==> config.mk <==
export PLATFORM = sky130hd
export DESIGN_NAME = pipelined_cla_addsub_flat
export DESIGN_NICKNAME = d
export VERILOG_FILES = /design/src/rtl/pipelined_cla_addsub_if.sv /design/src/rtl/pipelined_cla_addsub.sv /design/src/flat_wrapper.sv
export SDC_FILE = /design/constraint.sdc
export NUM_CORES = 1
export LEC_CHECK = 0
export BUFFER_PORTS_ARGS = -buffer_cell sky130_fd_sc_hd__buf_2
export CAP_MARGIN = 25
export CORE_UTILIZATION = 55
export DETAILED_ROUTE_END_ITERATION = 10
export GPL_TIMING_DRIVEN = 0
export PLACE_DENSITY = 0.78
export SETUP_SLACK_MARGIN = 0.1
export SLEW_MARGIN = 10
export SYNTH_ARGS = -nofsm -noshare
export SYNTH_HDL_FRONTEND = slang
export SYNTH_SLANG_ARGS = --single-unit
==> constraint.sdc <==
create_clock -name clk -period 4.99 [get_ports clk]
set_clock_uncertainty 0.2 [all_clocks]
set_input_delay 0 -clock clk [delete_from_list [all_inputs] [get_ports clk]]
set_output_delay 0 -clock clk [all_outputs]
set_load 0.01 [all_outputs]
==> src/rtl/pipelined_cla_addsub_if.sv <==
// rtl/pipelined_cla_addsub_if.sv - request/result bundle for the sliced CLA add/sub unit

interface pipelined_cla_addsub_if #(
    parameter int WIDTH = 32
);
    logic             start;
    logic [1:0]       op;
    logic [WIDTH-1:0] A;
    logic [WIDTH-1:0] B;
    logic             cin;
    logic [WIDTH-1:0] R;
    logic             cout;
    logic             ovf;
    logic             zero;
    logic             busy;
    logic             done;

    // requester side: issues operations, observes results and status
    modport master (
        output start, op, A, B, cin,
        input  R, cout, ovf, zero, busy, done
    );

    // arithmetic unit side
    modport slave (
        input  start, op, A, B, cin,
        output R, cout, ovf, zero, busy, done
    );
endinterface

==> src/rtl/pipelined_cla_addsub.sv <==
// rtl/pipelined_cla_addsub.sv - multi-cycle add/sub, one carry-lookahead slice per clock

module pipelined_cla_addsub #(
    parameter int WIDTH = 32,
    parameter int SLICE = 8
) (
    input  logic                   clk,
    input  logic                   reset,
    pipelined_cla_addsub_if.slave  bus
);
    localparam int NSLICE = WIDTH / SLICE;
    localparam int CW     = (NSLICE > 1) ? $clog2(NSLICE) : 1;
    localparam logic [CW-1:0] LAST = CW'(NSLICE - 1);

    generate
        if (SLICE < 1 || SLICE > WIDTH || (WIDTH % SLICE) != 0) begin : g_bad_params
            $error("pipelined_cla_addsub: WIDTH must be a positive multiple of SLICE");
        end
    endgenerate

    typedef enum logic {
        IDLE = 1'b0,
        RUN  = 1'b1
    } state_t;

    state_t           state;
    logic [CW-1:0]    cnt;
    logic [WIDTH-1:0] a_reg;
    logic [WIDTH-1:0] b_reg;     // already inverted for subtract ops
    logic [WIDTH-1:0] part;      // slices completed so far
    logic             carry;     // carry into the current slice

    logic [SLICE-1:0] a_sl;
    logic [SLICE-1:0] b_sl;
    logic [SLICE-1:0] gen;
    logic [SLICE-1:0] prop;
    logic [SLICE-1:0] s_sl;
    logic [SLICE:0]   c;
    logic [WIDTH-1:0] next_part;
    int               base;

    // Current slice: every carry is a flat generate/propagate sum of products
    // rooted at the registered carry, so no ripple exists inside a slice.
    always_comb begin
        logic acc;
        logic pchain;
        acc       = 1'b0;
        pchain    = 1'b0;
        base      = int'(cnt) * SLICE;
        a_sl      = a_reg[base +: SLICE];
        b_sl      = b_reg[base +: SLICE];
        gen       = a_sl & b_sl;
        prop      = a_sl ^ b_sl;
        c         = '0;
        c[0]      = carry;
        for (int j = 0; j < SLICE; j++) begin
            acc    = gen[j];
            pchain = prop[j];
            for (int k = j - 1; k >= 0; k--) begin
                acc    = acc | (pchain & gen[k]);
                pchain = pchain & prop[k];
            end
            c[j+1] = acc | (pchain & carry);
        end
        s_sl      = prop ^ c[SLICE-1:0];
        next_part = part;
        next_part[base +: SLICE] = s_sl;
    end

    // Control and datapath: capture on start, one slice per edge, publish on the last
    always_ff @(posedge clk or posedge reset) begin
        if (reset) begin
            state    <= IDLE;
            cnt      <= '0;
            a_reg    <= '0;
            b_reg    <= '0;
            part     <= '0;
            carry    <= 1'b0;
            bus.R    <= '0;
            bus.cout <= 1'b0;
            bus.ovf  <= 1'b0;
            bus.zero <= 1'b0;
            bus.busy <= 1'b0;
            bus.done <= 1'b0;
        end else begin
            bus.done <= 1'b0;
            case (state)
                IDLE: begin
                    if (bus.start) begin
                        a_reg    <= bus.A;
                        b_reg    <= bus.op[1] ? ~bus.B : bus.B;
                        // ADD:0, ADC:cin, SUB:1, SBC:cin
                        carry    <= bus.op[0] ? bus.cin : bus.op[1];
                        cnt      <= '0;
                        part     <= '0;
                        bus.busy <= 1'b1;
                        state    <= RUN;
                    end
                end
                RUN: begin
                    part  <= next_part;
                    carry <= c[SLICE];
                    cnt   <= cnt + 1'b1;
                    if (cnt == LAST) begin
                        cnt      <= '0;
                        bus.R    <= next_part;
                        bus.cout <= c[SLICE];
                        bus.ovf  <= c[SLICE] ^ c[SLICE-1];
                        bus.zero <= (next_part == '0);
                        bus.done <= 1'b1;
                        bus.busy <= 1'b0;
                        state    <= IDLE;
                    end
                end
                default: state <= IDLE;
            endcase
        end
    end
endmodule

==> src/flat_wrapper.sv <==
// flat-port wrapper written by rule: the top's interface ports become plain ports
module pipelined_cla_addsub_flat 
#(
    parameter int WIDTH = 32,
    parameter int SLICE = 8
)
  (clk, reset, bus_start, bus_op, bus_A, bus_B, bus_cin, bus_R, bus_cout, bus_ovf, bus_zero, bus_busy, bus_done);
  pipelined_cla_addsub_if #(.WIDTH(WIDTH)) bus_i ();
  input  logic clk;
  input  logic reset;
  input wire logic [$bits(bus_i.start)-1:0] bus_start;
  input wire logic [$bits(bus_i.op)-1:0] bus_op;
  input wire logic [$bits(bus_i.A)-1:0] bus_A;
  input wire logic [$bits(bus_i.B)-1:0] bus_B;
  input wire logic [$bits(bus_i.cin)-1:0] bus_cin;
  output wire logic [$bits(bus_i.R)-1:0] bus_R;
  output wire logic [$bits(bus_i.cout)-1:0] bus_cout;
  output wire logic [$bits(bus_i.ovf)-1:0] bus_ovf;
  output wire logic [$bits(bus_i.zero)-1:0] bus_zero;
  output wire logic [$bits(bus_i.busy)-1:0] bus_busy;
  output wire logic [$bits(bus_i.done)-1:0] bus_done;
  assign bus_i.start = bus_start;
  assign bus_i.op = bus_op;
  assign bus_i.A = bus_A;
  assign bus_i.B = bus_B;
  assign bus_i.cin = bus_cin;
  assign bus_R = bus_i.R;
  assign bus_cout = bus_i.cout;
  assign bus_ovf = bus_i.ovf;
  assign bus_zero = bus_i.zero;
  assign bus_busy = bus_i.busy;
  assign bus_done = bus_i.done;
  pipelined_cla_addsub #(.WIDTH(WIDTH), .SLICE(SLICE)) u_core (.clk(clk), .reset(reset), .bus(bus_i));
endmodule
==> flow_metrics.tcl, run 1 <==
set metrics [dict create \
    finalSetupViolCount 0 \
    die_area_mm2 0.0125 \
    grt_pass1_wl_um 33200 \
    hold_viol_final 22 \
    drtIter0Drc 503 \
    postPlaceCellArea_mm2 0.00737 \
    wl_per_cell_um 20.2 \
    rows 39 \
    antenna_left 0 \
    initial_core_util 0.574 \
    grt_pass1_vias 6388 \
    fin_crit_sh 0.941 \
    fmax_mhz 213 \
    drive_gt1_frac 0.181 \
    end_kind "flop" \
    insertion_delay_ps 440 \
    die_w_um 112 \
    startpoint_type "flop" \
    critPathMaxFanout 10 \
    switching_share 0.474 \
    postCtsSetupRepairBufs 0 \
    clkTransAtPathRegs_ps 60 \
    violations "design-rule violations, negative hold slack" \
    grt_usage 0.353 \
    power.switching_mw 3.35 \
    core_mm2 0.0116 \
    overflow 0 \
    cp.arrival_ps 4820 \
    portBuffers 105 \
    gp_congestion 0.888 \
    finalPower_mw 7.06 \
    avgSynthCellArea_um2 9.86 \
    drt_drc_violations_left 16 \
    die_h_um 112 \
    grt_max_degree 79 \
    ctsLongestPathBuffers 2 \
    synth_nets 759 \
    cts_sinks 137 \
    antenna_found_initial 1 \
    rsz0062_at_grt "no" \
    ys.flop_type "dfrtp_1" \
    drv_cap 0 \
    crit_type "flop to flop" \
    cts-root-buf "clkbuf_16" \
    ys_ff_latch 137 \
    required_ps 5110 \
    finalInstanceArea_mm2 0.00864 \
    fin_nets 954 \
    cellLeakagePower_nw 4.03 \
    power_frac_seq 0.280 \
    setup_ws_ps 293 \
    htreeDepth 4 \
    cts_buffers 17 \
    drt_wl_total_um 20700 \
    p_comb_frac 0.547 \
    dp_slack_ps 434 \
    vdd_drop_max_mv 0.502 \
    viasPerCell 6.06 \
    hold_class "input pin to asynchronous set/reset pin" \
    synthCells 673 \
    dp_hpwl_um 11900 \
    yosysSeqAreaShare 0.517 \
    dr_total_vias 6213 \
    outcome "finished, violations left" \
    cts_tree "done" \
    holdWs_ps -10.3 \
    n_fill_cell 735 \
    syn_area_mm2 0.00663 \
    synthDistinctLibCells 50 \
    slew_viol_final 0 \
    min_period_ps 4700 \
    synth_edf_count 0 \
    p_per_area_mw_per_mm2 817 \
    yosysWarnings 0 \
    intPower_mw 3.71 \
    synth-async-reset-ratio 1.00 \
    dr.pass1.iters 8 \
    holdBufCountCts 70 \
    relSlewSlack 0.368 \
    ios 107 \
    pwr-share-clk 0.173 \
    worstMarginPinSlew_ps 949 \
    syn2layout_area_growth_pct 30.3 \
    cts_resized 0 \
]
[routing by layer]
layer  global-route usage  part of all wire
met1                0.410              0.36
met2                0.580              0.49
met3               0.0947             0.092
met4                0.228             0.060
met5                    0                 0
[cells in the final DEF, fill, tap and decap left out, types with 10 or more instances in the layout]
cell type      instances
nor2_1                67
buf_1                 12
a221oi_1              27
a21oi_1               15
o21ai_0               30
clkbuf_1              31
ha_1                  15
o21ai_1               35
clkbuf_16             17
nand2_1              173
xnor2_1               36
dfrtp_1              137
mux4_2                16
inv_1                 10
buf_2                105
dlygate4sd3_1         70
[through the flow]
stage / TNS, ps / hold WS (ps) / utilization / cells
after floorplan: 0 / -114 / - / 673
after global placement: -21880 / -9.93 / 0.635 / 921
after detailed placement: 0 / -96.3 / 0.637 / 922
after CTS: 0 / 3.18 / 0.747 / 1023
after global routing: 0 / 35.1 / 0.747 / 1024
final: 0 / -10.3 / 0.747 / 1025
[Yosys cell counts, types with 11 or more instances]
cell | n | area, um^2
a21oi_1 | 15 | 75.1
a221oi_1 | 27 | 236
buf_1 | 12 | 45.0
clkbuf_1 | 26 | 97.6
dfrtp_1 | 137 | 3430
ha_1 | 15 | 188
inv_1 | 11 | 41.3
mux4_2 | 16 | 360
nand2_1 | 173 | 649
nor2_1 | 67 | 251
o21ai_0 | 30 | 150
o21ai_1 | 35 | 175
xnor2_1 | 36 | 315
[logic make-up after synthesis]
kind of cell	after synthesis	synth area share
AOI/OAI and AO/OA	136	0.138
xor gates and xnor gates	40	0.0528
adders and majority gates	16	0.0313
buffers and inverters	51	0.0289
DFF	137	0.517
muxes	20	0.0605
and+or+nand+nor	273	0.171
[cell type report]
| type | instances | area [um^2] | area share |
|---|---|---|---|
| Clock buffer | 24 | 472 | 0.0546 |
| Clock inverter | 7 | 93.8 | 0.0109 |
| Multi-Input combinational cell | 485 | 3010 | 0.349 |
| Antenna cell | 2 | 5.00 | 0.000579 |
| Timing Repair Buffer | 176 | 1250 | 0.145 |
| Buffer | 38 | 143 | 0.0165 |
| Inverter | 13 | 53.8 | 0.00623 |
| Sequential cell | 137 | 3430 | 0.397 |
| Tap cell | 143 | 179 | 0.0207 |
[worst paths after layout]
kind,startpoint,to,slack (ps),cells past startpoint
max,u_core.cnt[1],u_core.bus.R[7],290,10
min,reset,u_core.a_reg[6],-10,3
max reg2reg,u_core.cnt[1],u_core.bus.R[7],290,10
min reg2reg,u_core.a_reg[8],u_core.a_reg[8],270,2
max in group asynchronous,reset,u_core.b_reg[8],3840,4
min in group clk,bus_A[5],u_core.a_reg[5],100,4
[power groups by stage]
stage,clock network (mW),registers [mW],logic [mW]
global route,1.29,2.02,4.12
global placement,0,1.92,3.52
CTS,1.22,1.94,3.73
finish,1.22,1.97,3.86
floorplan,0,1.94,2.43
detailed placement,0,1.95,3.64
[critical path, stage by stage, from the launching register on]
cell,delay (ps)
dfrtp_1,410
clkbuf_1,580
clkbuf_1,630
mux4_2,460
ha_1,400
o21a_1,210
a2111o_1,470
nand4b_1,110
nor3b_2,560
o2bb2ai_1,230
mux2_2,310
Note: power is estimated with default switching activity, not from simulation.
==> inputs of run 2 (changes only) <==
--- a/config.mk
+++ b/config.mk
@@ -7,12 +7,14 @@
 export LEC_CHECK = 0
 export BUFFER_PORTS_ARGS = -buffer_cell sky130_fd_sc_hd__buf_2
 export CAP_MARGIN = 25
-export CORE_UTILIZATION = 55
+export CELL_PAD_IN_SITES_DETAIL_PLACEMENT = 2
+export CELL_PAD_IN_SITES_GLOBAL_PLACEMENT = 2
+export CORE_UTILIZATION = 36
 export DETAILED_ROUTE_END_ITERATION = 10
 export GPL_TIMING_DRIVEN = 0
-export PLACE_DENSITY = 0.78
+export PLACE_DENSITY = 0.81
 export SETUP_SLACK_MARGIN = 0.1
-export SLEW_MARGIN = 10
+export SLEW_MARGIN = 15
 export SYNTH_ARGS = -nofsm -noshare
 export SYNTH_HDL_FRONTEND = slang
 export SYNTH_SLANG_ARGS = --single-unit
==> run 2 against run 1 <==
  * The flow now finishes without violations
  * Sequential power grew 3%
  * Clock-buffer cell count shrank 6
  * Utilization fell by 26 points
  * Clock power increased by 11%
  * Power is 9.2% higher
  * Largest cell class unchanged
  * Hold slack gained 130 ps
  * Non-clock buffer count rose by 2
  * Combinational power increased by 12%
  * Die area grew 52%
  * Global-route usage decreased by 2.9 points
  * Largest power group unchanged
  * Final cell count up 8.5%
  * Sequential share of layout area is 0.78 points lower
==> flow_metrics.tcl, run 2 (synthesis gave the netlist of run 1 again) <==
set metrics [dict create \
    outcome "finished clean" \
    antenna_found_initial 0 \
    n_antenna_cell 0 \
    fmax_mhz 216 \
    min_period_ps 4640 \
    antenna_left 0 \
    holdWs_ps 116 \
    initial_core_util 0.368 \
    drt_drc_violations_left 0 \
    cp.arrival_ps 4760 \
    drt_wl_total_um 28900 \
    cts_buffers 17 \
    required_ps 5110 \
    startpoint_type "flop" \
    finalPower_mw 7.71 \
    finalSetupViolCount 0 \
    end_kind "flop" \
    ios 107 \
    p_per_area_mw_per_mm2 875 \
    power_frac_seq 0.263 \
    drtIter0Drc 313 \
    grt_usage 0.324 \
    syn2layout_area_growth_pct 32.9 \
    slew_viol_final 0 \
    crit_type "flop to flop" \
    fin_crit_sh 0.930 \
    cts-root-buf "clkbuf_16" \
    grt_pass1_wl_um 44200 \
    gp_congestion 0.828 \
    dp_slack_ps 234 \
    worstMarginPinSlew_ps 1000 \
    cts_sinks 137 \
    finalInstanceArea_mm2 0.00881 \
    cellLeakagePower_nw 4.06 \
    die_area_mm2 0.0190 \
    hold_class "input pin to flop" \
    dp_hpwl_um 15700 \
    dr.pass1.iters 5 \
    whs_path_depth 4 \
    intPower_mw 3.78 \
    hold_viol_final 0 \
    postPlaceCellArea_mm2 0.00748 \
    power.switching_mw 3.93 \
    wl_per_cell_um 25.9 \
    drv_cap 0 \
    drive_gt1_frac 0.190 \
    die_h_um 138 \
    insertion_delay_ps 450 \
    rows 49 \
    fin_nets 956 \
    htreeDepth 4 \
    setup_ws_ps 350 \
    vdd_drop_max_mv 0.379 \
    grt_max_degree 78 \
    critPathMaxFanout 9 \
    clkTransAtPathRegs_ps 70 \
    final_cell_mix "173 x nand2_1, 137 x dfrtp_1, 105 x buf_2, 71 x dlygate4sd3_1, 67 x nor2_1" \
    die_w_um 138 \
    viasPerCell 5.68 \
    postCtsSetupRepairBufs 0 \
    relSlewSlack 0.329 \
    dp_cells 1008 \
    pwr-share-clk 0.175 \
    rr_worst_depth 10 \
    switching_share 0.510 \
    portBuffers 105 \
    dr_total_vias 6321 \
    ctsLongestPathBuffers 2 \
    overflow 0 \
    grt_pass1_vias 7282 \
    rsz0062_at_grt "no" \
    core_mm2 0.0180 \
    final_cells 1112 \
    cts_tree "done" \
    p_comb_frac 0.562 \
    final_common_cell "nand2_1" \
    n_fill_cell 1879 \
]
-- run 2: layout make-up --
| cell class | count | area, um^2 | area share |
|---|---|---|---|
| Buffer | 38 | 145 | 0.0165 |
| Clock buffer | 18 | 439 | 0.0498 |
| Clock inverter | 14 | 170 | 0.0193 |
| Inverter | 13 | 56.3 | 0.00639 |
| Multi-Input combinational cell | 485 | 3010 | 0.342 |
| Sequential cell | 137 | 3430 | 0.389 |
| Tap cell | 229 | 287 | 0.0325 |
| Timing Repair Buffer | 178 | 1270 | 0.145 |
-- run 2: path summary, 6_finish.rpt --
path | start | to | slack [ps]
worst min-delay path | bus_A[29] | u_core.a_reg[29] | 120
worst max register to register | u_core.cnt[0] | u_core.bus.R[7] | 350
worst min register to register | u_core.part[31] | u_core.part[31] | 300
min in group asynchronous | reset | u_core.a_reg[14] | 590
max in group asynchronous | reset | u_core.b_reg[3] | 3240
worst max-delay path | u_core.cnt[0] | u_core.bus.R[7] | 350
-- run 2: what timing repair did --
item	4_1_cts	5_1_grt
gates resized for setup	0	4
endpoints found under the setup margin	0	6
hold buffers	71	0
hold endpoints to repair	205	0
-- run 2: stage by stage --
step	setup TNS (ps)	utilization
after global routing	0	0.489
after global placement	-56210	0.413
after CTS	0	0.488
after detailed placement	0	0.415
final	0	0.489
after floorplan	0	-
-- run 2: power groups by stage --
stage               clock (mW)  sequential, mW  combinational, mW
floorplan                    0            1.94               2.43
global placement             0            1.93               3.72
detailed placement           0            1.98               3.93
CTS                       1.34            1.97               4.09
global route              1.40            2.07               4.59
finish                    1.35            2.02               4.34
-- run 2: critical path, stage by stage, from the launching register on --
cell and delay, ps:
dfrtp_1 520, buf_1 350, buf_6 240, mux4_2 580, ha_1 380, a211o_1 300
a2111o_1 450, nand4b_1 160, nor3b_2 680, o2bb2ai_1 300, mux2_2 350
-- run 2: metal layers --
layer  part of all wire  track usage  vias up
met4              0.040        0.156        0
met3              0.044       0.0629       74
met5                  0            0        -
li1                   -            -     2722
met2               0.52        0.574      242
met1               0.39        0.374     3283
